### config.mk
export PLATFORM = sky130hd
export DESIGN_NAME = jtag_dtm_sampler
export DESIGN_NICKNAME = d
export VERILOG_FILES = /design/src/rtl/jtag_dtm_sampler.sv
export SDC_FILE = /design/constraint.sdc
export NUM_CORES = 1
export LEC_CHECK = 0
export CAP_MARGIN = 20
export CORE_MARGIN = 2
export CORE_UTILIZATION = 57
export CTS_BUF_LIST = sky130_fd_sc_hd__clkbuf_4
export CTS_CLUSTER_DIAMETER = 80
export DETAILED_ROUTE_END_ITERATION = 7
export PLACE_DENSITY = 0.82
export SETUP_SLACK_MARGIN = 0.3
export SLEW_MARGIN = 40
export SYNTH_ARGS = -nofsm -noshare
export SYNTH_HDL_FRONTEND = slang
export SYNTH_SLANG_ARGS = --single-unit
### constraint.sdc
create_clock -name clk -period 2.55 [get_ports clk]
set_input_delay 0.255 -clock clk [delete_from_list [all_inputs] [get_ports clk]]
set_output_delay 0.255 -clock clk [all_outputs]
set_load 0.005 [all_outputs]
### src/rtl/jtag_dtm_sampler.sv
// JTAG debug transport: oversamples TCK/TMS/TDI in the clk domain, runs the 1149.1 TAP
// and turns MEMACC data-register updates into single-word memory bus requests.
module jtag_dtm_sampler #(
  parameter logic [31:0] IDCODE      = 32'h1000_0001,
  parameter int          IR_W        = 5,
  parameter int          SYNC_STAGES = 2
) (
  input  logic        clk,
  input  logic        rstn,
  input  logic        jtag_pin_TCK,
  input  logic        jtag_pin_TMS,
  input  logic        jtag_pin_TDI,
  output logic        jtag_pin_TDO,
  output logic        mem_req,
  output logic        mem_we,
  output logic [31:0] mem_addr,
  output logic [31:0] mem_wdata,
  input  logic [31:0] mem_rdata,
  input  logic        mem_ack
);

  localparam logic [IR_W-1:0] IR_IDCODE = IR_W'(1);
  localparam logic [IR_W-1:0] IR_MEMACC = IR_W'(17);
  localparam int              DR_W      = 66;

  typedef enum logic [3:0] {
    TLR, RTI,
    SEL_DR, CAP_DR, SHIFT_DR, EXIT1_DR, PAUSE_DR, EXIT2_DR, UPD_DR,
    SEL_IR, CAP_IR, SHIFT_IR, EXIT1_IR, PAUSE_IR, EXIT2_IR, UPD_IR
  } tap_state_e;

  typedef enum logic [1:0] {
    DR_BYPASS,
    DR_IDCODE,
    DR_MEMACC
  } dr_sel_e;

  logic [SYNC_STAGES-1:0] tck_sync, tms_sync, tdi_sync;
  logic                   tck_prev;
  logic                   tck_s, tms_s, tdi_s;
  logic                   tck_rise, tck_fall;

  tap_state_e             state, state_next;
  dr_sel_e                dr_sel;
  logic [IR_W-1:0]        ir, ir_sr;
  logic [DR_W-1:0]        dr_sr;
  logic [31:0]            rd_latch;
  logic                   sticky_overrun;
  logic                   upd_memacc;
  logic [1:0]             upd_op;
  logic                   busy;

  // NOTE: sequential state uses non-blocking (<=) so every flop samples pre-edge values;
  // blocking here would make the synchroniser chain collapse into a single stage.
  always_ff @(posedge clk or negedge rstn) begin
    if (!rstn) begin
      tck_sync <= '0;
      tms_sync <= '0;
      tdi_sync <= '0;
      tck_prev <= 1'b0;
    end else begin
      tck_sync <= {tck_sync[SYNC_STAGES-2:0], jtag_pin_TCK};
      tms_sync <= {tms_sync[SYNC_STAGES-2:0], jtag_pin_TMS};
      tdi_sync <= {tdi_sync[SYNC_STAGES-2:0], jtag_pin_TDI};
      tck_prev <= tck_s;
    end
  end

  assign tck_s    = tck_sync[SYNC_STAGES-1];
  assign tms_s    = tms_sync[SYNC_STAGES-1];
  assign tdi_s    = tdi_sync[SYNC_STAGES-1];
  assign tck_rise = tck_s & ~tck_prev;
  assign tck_fall = ~tck_s & tck_prev;

  always_ff @(posedge clk or negedge rstn) begin
    if (!rstn) state <= TLR;
    else       state <= state_next;
  end

  // NOTE: the default assignment first keeps this block purely combinational (no latch)
  // for every state and for cycles without a TCK rise.
  always_comb begin
    state_next = state;
    if (tck_rise) begin
      case (state)
        TLR:      state_next = tms_s ? TLR      : RTI;
        RTI:      state_next = tms_s ? SEL_DR   : RTI;
        SEL_DR:   state_next = tms_s ? SEL_IR   : CAP_DR;
        CAP_DR:   state_next = tms_s ? EXIT1_DR : SHIFT_DR;
        SHIFT_DR: state_next = tms_s ? EXIT1_DR : SHIFT_DR;
        EXIT1_DR: state_next = tms_s ? UPD_DR   : PAUSE_DR;
        PAUSE_DR: state_next = tms_s ? EXIT2_DR : PAUSE_DR;
        EXIT2_DR: state_next = tms_s ? UPD_DR   : SHIFT_DR;
        UPD_DR:   state_next = tms_s ? SEL_DR   : RTI;
        SEL_IR:   state_next = tms_s ? TLR      : CAP_IR;
        CAP_IR:   state_next = tms_s ? EXIT1_IR : SHIFT_IR;
        SHIFT_IR: state_next = tms_s ? EXIT1_IR : SHIFT_IR;
        EXIT1_IR: state_next = tms_s ? UPD_IR   : PAUSE_IR;
        PAUSE_IR: state_next = tms_s ? EXIT2_IR : PAUSE_IR;
        EXIT2_IR: state_next = tms_s ? UPD_IR   : SHIFT_IR;
        UPD_IR:   state_next = tms_s ? SEL_DR   : RTI;
        default:  state_next = TLR;
      endcase
    end
  end

  always_comb begin
    dr_sel = DR_BYPASS;
    if (ir == IR_IDCODE)      dr_sel = DR_IDCODE;
    else if (ir == IR_MEMACC) dr_sel = DR_MEMACC;
  end

  // Update actions take effect on the falling TCK edge while in the Update state.
  always_ff @(posedge clk or negedge rstn) begin
    if (!rstn) begin
      ir    <= IR_IDCODE;
      ir_sr <= '0;
    end else begin
      if (state == TLR)                     ir <= IR_IDCODE;
      else if (tck_fall && state == UPD_IR) ir <= ir_sr;
      if (tck_rise) begin
        case (state)
          CAP_IR:   ir_sr <= IR_W'(1);
          SHIFT_IR: ir_sr <= {tdi_s, ir_sr[IR_W-1:1]};
          default:  ;
        endcase
      end
    end
  end

  // Each DR shifts TDI into its own MSB so the chain length matches the selected register.
  always_ff @(posedge clk or negedge rstn) begin
    if (!rstn) begin
      dr_sr <= '0;
    end else if (tck_rise) begin
      if (state == CAP_DR) begin
        case (dr_sel)
          DR_IDCODE: dr_sr <= {34'b0, IDCODE};
          DR_MEMACC: dr_sr <= {mem_addr, rd_latch, sticky_overrun, mem_req};
          default:   dr_sr <= '0;
        endcase
      end else if (state == SHIFT_DR) begin
        case (dr_sel)
          DR_IDCODE: dr_sr <= {34'b0, tdi_s, dr_sr[31:1]};
          DR_MEMACC: dr_sr <= {tdi_s, dr_sr[DR_W-1:1]};
          default:   dr_sr <= {65'b0, tdi_s};
        endcase
      end
    end
  end

  always_ff @(posedge clk or negedge rstn) begin
    if (!rstn) begin
      jtag_pin_TDO <= 1'b0;
    end else if (tck_fall) begin
      if (state == SHIFT_IR)      jtag_pin_TDO <= ir_sr[0];
      else if (state == SHIFT_DR) jtag_pin_TDO <= dr_sr[0];
    end
  end

  assign upd_memacc = tck_fall && (state == UPD_DR) && (dr_sel == DR_MEMACC);
  assign upd_op     = dr_sr[1:0];
  // An ack in the same cycle frees the bus, so a coinciding update is not an overrun.
  assign busy       = mem_req & ~mem_ack;

  always_ff @(posedge clk or negedge rstn) begin
    if (!rstn) begin
      mem_req        <= 1'b0;
      mem_we         <= 1'b0;
      mem_addr       <= '0;
      mem_wdata      <= '0;
      rd_latch       <= '0;
      sticky_overrun <= 1'b0;
    end else begin
      if (mem_req && mem_ack) begin
        mem_req <= 1'b0;
        if (!mem_we) rd_latch <= mem_rdata;
      end
      if (upd_memacc) begin
        case (upd_op)
          2'b00: sticky_overrun <= 1'b0;
          2'b01, 2'b10: begin
            if (busy) begin
              sticky_overrun <= 1'b1;
            end else begin
              mem_req  <= 1'b1;
              mem_we   <= upd_op[1];
              mem_addr <= dr_sr[65:34];
              if (upd_op[1]) mem_wdata <= dr_sr[33:2];
            end
          end
          default: ;
        endcase
      end
    end
  end

endmodule

==> results.md <==
* Run status: complete, no violations
* RSZ-0062 raised after global routing: no
* CP bufs+invs at 2
* CTS H-tree depth at 4
* Gate power share at 19.4%
* CP Class: reg -> reg
* Final setup vio count at 0
* FF+latch count, synth at 187
* Ys async rst share at 100.0%
* Net Sw Power at 1.782 mW
* Vias in the first global route at 5418
* Initial Util at 58.68%
* Hold Fails Final Rpt at 0
* GR Util All Layers at 23.69%
* Hold crit path type: in -> reg
* Yosys top cell area share at 59.66%
* Clk slew on worst S/H paths at 130 ps
* Pwr Total at 6.051 mW
* Core area at 0.01330 sq mm
* FF-to-FF setup slack at 440 ps
* Routability cong. at 0.8748
* Power share of the sequential group at 54.9%
* Most frequent cell after synthesis: dfrtp_1
* Number of enable flip-flop cells after synthesis at 0
* Internal power at 4.269 mW
* Register area share after synthesis at 60.00%
* Max-slew violations at 0
* Sw frac at 29.45%
* Worst-case clock buffer depth at 2
* Predominant post-synthesis flop cell: dfrtp_1
* Crit. End Element: flip-flop
* Tmin final at 2109 ps
* DR vias/cell at 5.722
* Fin util at 70.54%
* Dpl cell area at 0.009060 sq mm
* Pleak at 4.382 nW
* Max stage delay on crit path at 510 ps
* Slew headroom at 58.22%
* Count of cell types in the netlist at 50
* Routed vias at 5270
* Antenna violations before repair at 1
* Final TNS setup at 0 ps
* Die area at 0.01464 sq mm
* Cell row count at 42
* Share of cells above drive strength 1 at 21.74%
* Peak VDD IR at 0.0005378 V
* DP Wirelength at 10.85 mm
* Worst Tran Pin Value at 626.6 ps
* Total grt overflow at 0
* Clk root buf: clkbuf_4
* Top cells by area, synth: dfrtp_1 60%, mux2_2 14%, mux2i_1 4.6%, nand2_1 3.6%, o21ai_0 3.0%
* Area leader, netlist: dfrtp_1
* I/O Buffers at 104
* Final Cycle Share at 82.71%
* Worst Path Arrival at 2540 ps
* Routed wl met2 at 7.971 mm
* Met1 Wirelength at 7.197 mm
* Worst EP required at 2980 ps
* Most used cell, CP: buf_4
* CTS Buf Count at 17
* Die span in x at 121.0 um
* Worst skew pair latency at 560 ps
* Area grow syn2layout at 20.22%
* Drt wl/cell at 17.69 um
* Post-route ant nets at 0
* CP cell instances: or3b_1, a211o_2, buf_4, buf_4, nand2_1, o21ai_0
* DRC errors left at 0
* Final nets at 771
* First-pass GRT wire length at 27.25 mm
* Initial DRC count at 531
* Drt first pass iters at 5
* Fillers at 929
* Mean Syn Cell Area at 12.42 sq um
* Design area at 0.009379 sq mm
* Met3 WL at 907 um
* Routed WL at 16.29 mm
* CTS tree: done
* Critical path peak fanout at 34
* Synth warn at 0
* Clock power frac at 25.7%
* Slowest cell on the critical path: dfrtp_2
* Max-cap violations at 0
* CTS Sinks at 187
* Largest net degree at the start of global routing at 80
* Cells after Synth at 628
* Worst Skew at 16.15 ps
* Critical Path Source Type: flip-flop
* Cell Area, Synth at 0.007801 sq mm
* ANT cells at 0
* PwrDens at 645.1 mW/mm^2
* Synth cell count leaders: 186 x dfrtp_1, 95 x mux2_2, 74 x nand2_1
* Chip height at 121.0 um
* Max Freq at 474.2 MHz
* Syn_nets at 667
* IO Count at 105
* Top routing layer used: met5
* Critical path's top delay family: flip-flops
[flip-flops by register name (all words and copies together) (netlist names), 2 cells and up]
signal and flops:
mem_wdata 32, tck_sync 2, state 4, ir_sr 5, tdi_sync 2, rd_latch 32
mem_addr 32, dr_sr 66, ir 5, tms_sync 2
[layer usage]
metal / GRT usage, % / vias up
met5: 0 / -
met2: 37.78 / 141
met3: 6.626 / 21
li1: - / 2443
met4: 6.395 / 2
met1: 32.22 / 2663
[power groups by stage]
stage                     Sequential (mW)  Clock, mW  Combinational, mW
final                                3.32       1.56               1.17
after global routing                 3.35       1.71               1.29
after CTS                            3.31       1.58               1.16
after detailed placement             3.37          0               1.13
after global placement               3.35          0               1.07
after floorplan                      3.27          0              0.810
[final timing paths]
path,cells past startpoint,endpoint,from
max,6,dr_sr[32],state[1]
min,1,tms_sync[0],jtag_pin_TMS
max reg2reg,6,dr_sr[32],state[1]
min reg2reg,0,tms_sync[1],tms_sync[0]
max in group asynchronous,3,state[2],rstn
min in group asynchronous,2,mem_wdata[23],rstn
[through the flow]
step / hold slack [ps] / cells / worst slack, ps
floorplan: -40.59 / 628 / 529.7
global placement: 314.0 / 886 / 143.6
detailed placement: 323.9 / 886 / -25.78
CTS: 94.85 / 921 / 304.5
global route: 77.35 / 921 / 303.9
finish: 127.6 / 921 / 441.0
[area by class of cell]
cell class | instances | area, sq um | area share, %
clock buffers | 22 | 165.2 | 1.761
clock inverters | 10 | 100.1 | 1.067
multi-input cells | 387 | 2897 | 30.88
inverters | 9 | 33.78 | 0.3602
well taps | 176 | 220.2 | 2.348
repair buffers | 130 | 1280 | 13.65
flip-flops and latches | 187 | 4683 | 49.93
[placed cells by master (no fill, tap or decap), types with 3 or more instances in the layout]
cell             netlist  routed
dfrtp_1              186     184
clkdlybuf4s50_1        0     103
mux2_2                95      95
nand2_1               74      74
o21ai_0               47      47
mux2i_1               36      36
a22oi_1               31      31
o21ai_1               28      28
clkbuf_4               0      22
buf_4                  3      22
inv_1                  9       9
a21oi_1                8       8
nand3_1                6       6
nand2b_1               5       5
nand3b_1               5       5
nor2_1                 7       5
nand4_1                4       4
a22o_1                 4       4
clkinv_1               0       4
o211ai_1               3       3
buf_12                 0       3
[kinds of logic after synthesis]
family,Yosys count,synth area share (%)
flip-flops,187,60.00
AO/OA/AOI/OAI,138,10.81
multiplexers,132,18.48
AND/OR/NAND/NOR,115,6.945
buffers and inverters,54,3.496
XOR/XNOR,1,0.1123
adder cells (fa/ha/maj),1,0.1604
[worst register-to-register path, stage by stage, from the launching register on]
cell     delay, ps
dfrtp_2        510
or3b_1         400
a211o_2        360
buf_4          220
buf_4          290
nand2_1        110
o21ai_0         80
[timing repair]
action,in CTS,in global routing
endpoints found under the setup margin,29,67
setup buffers,2,0
pin swaps,1,0
gates resized for setup,1,6
endpoints found under the hold margin,74,0
hold buffers,1,0
Note: power is estimated with default switching activity, not from simulation.
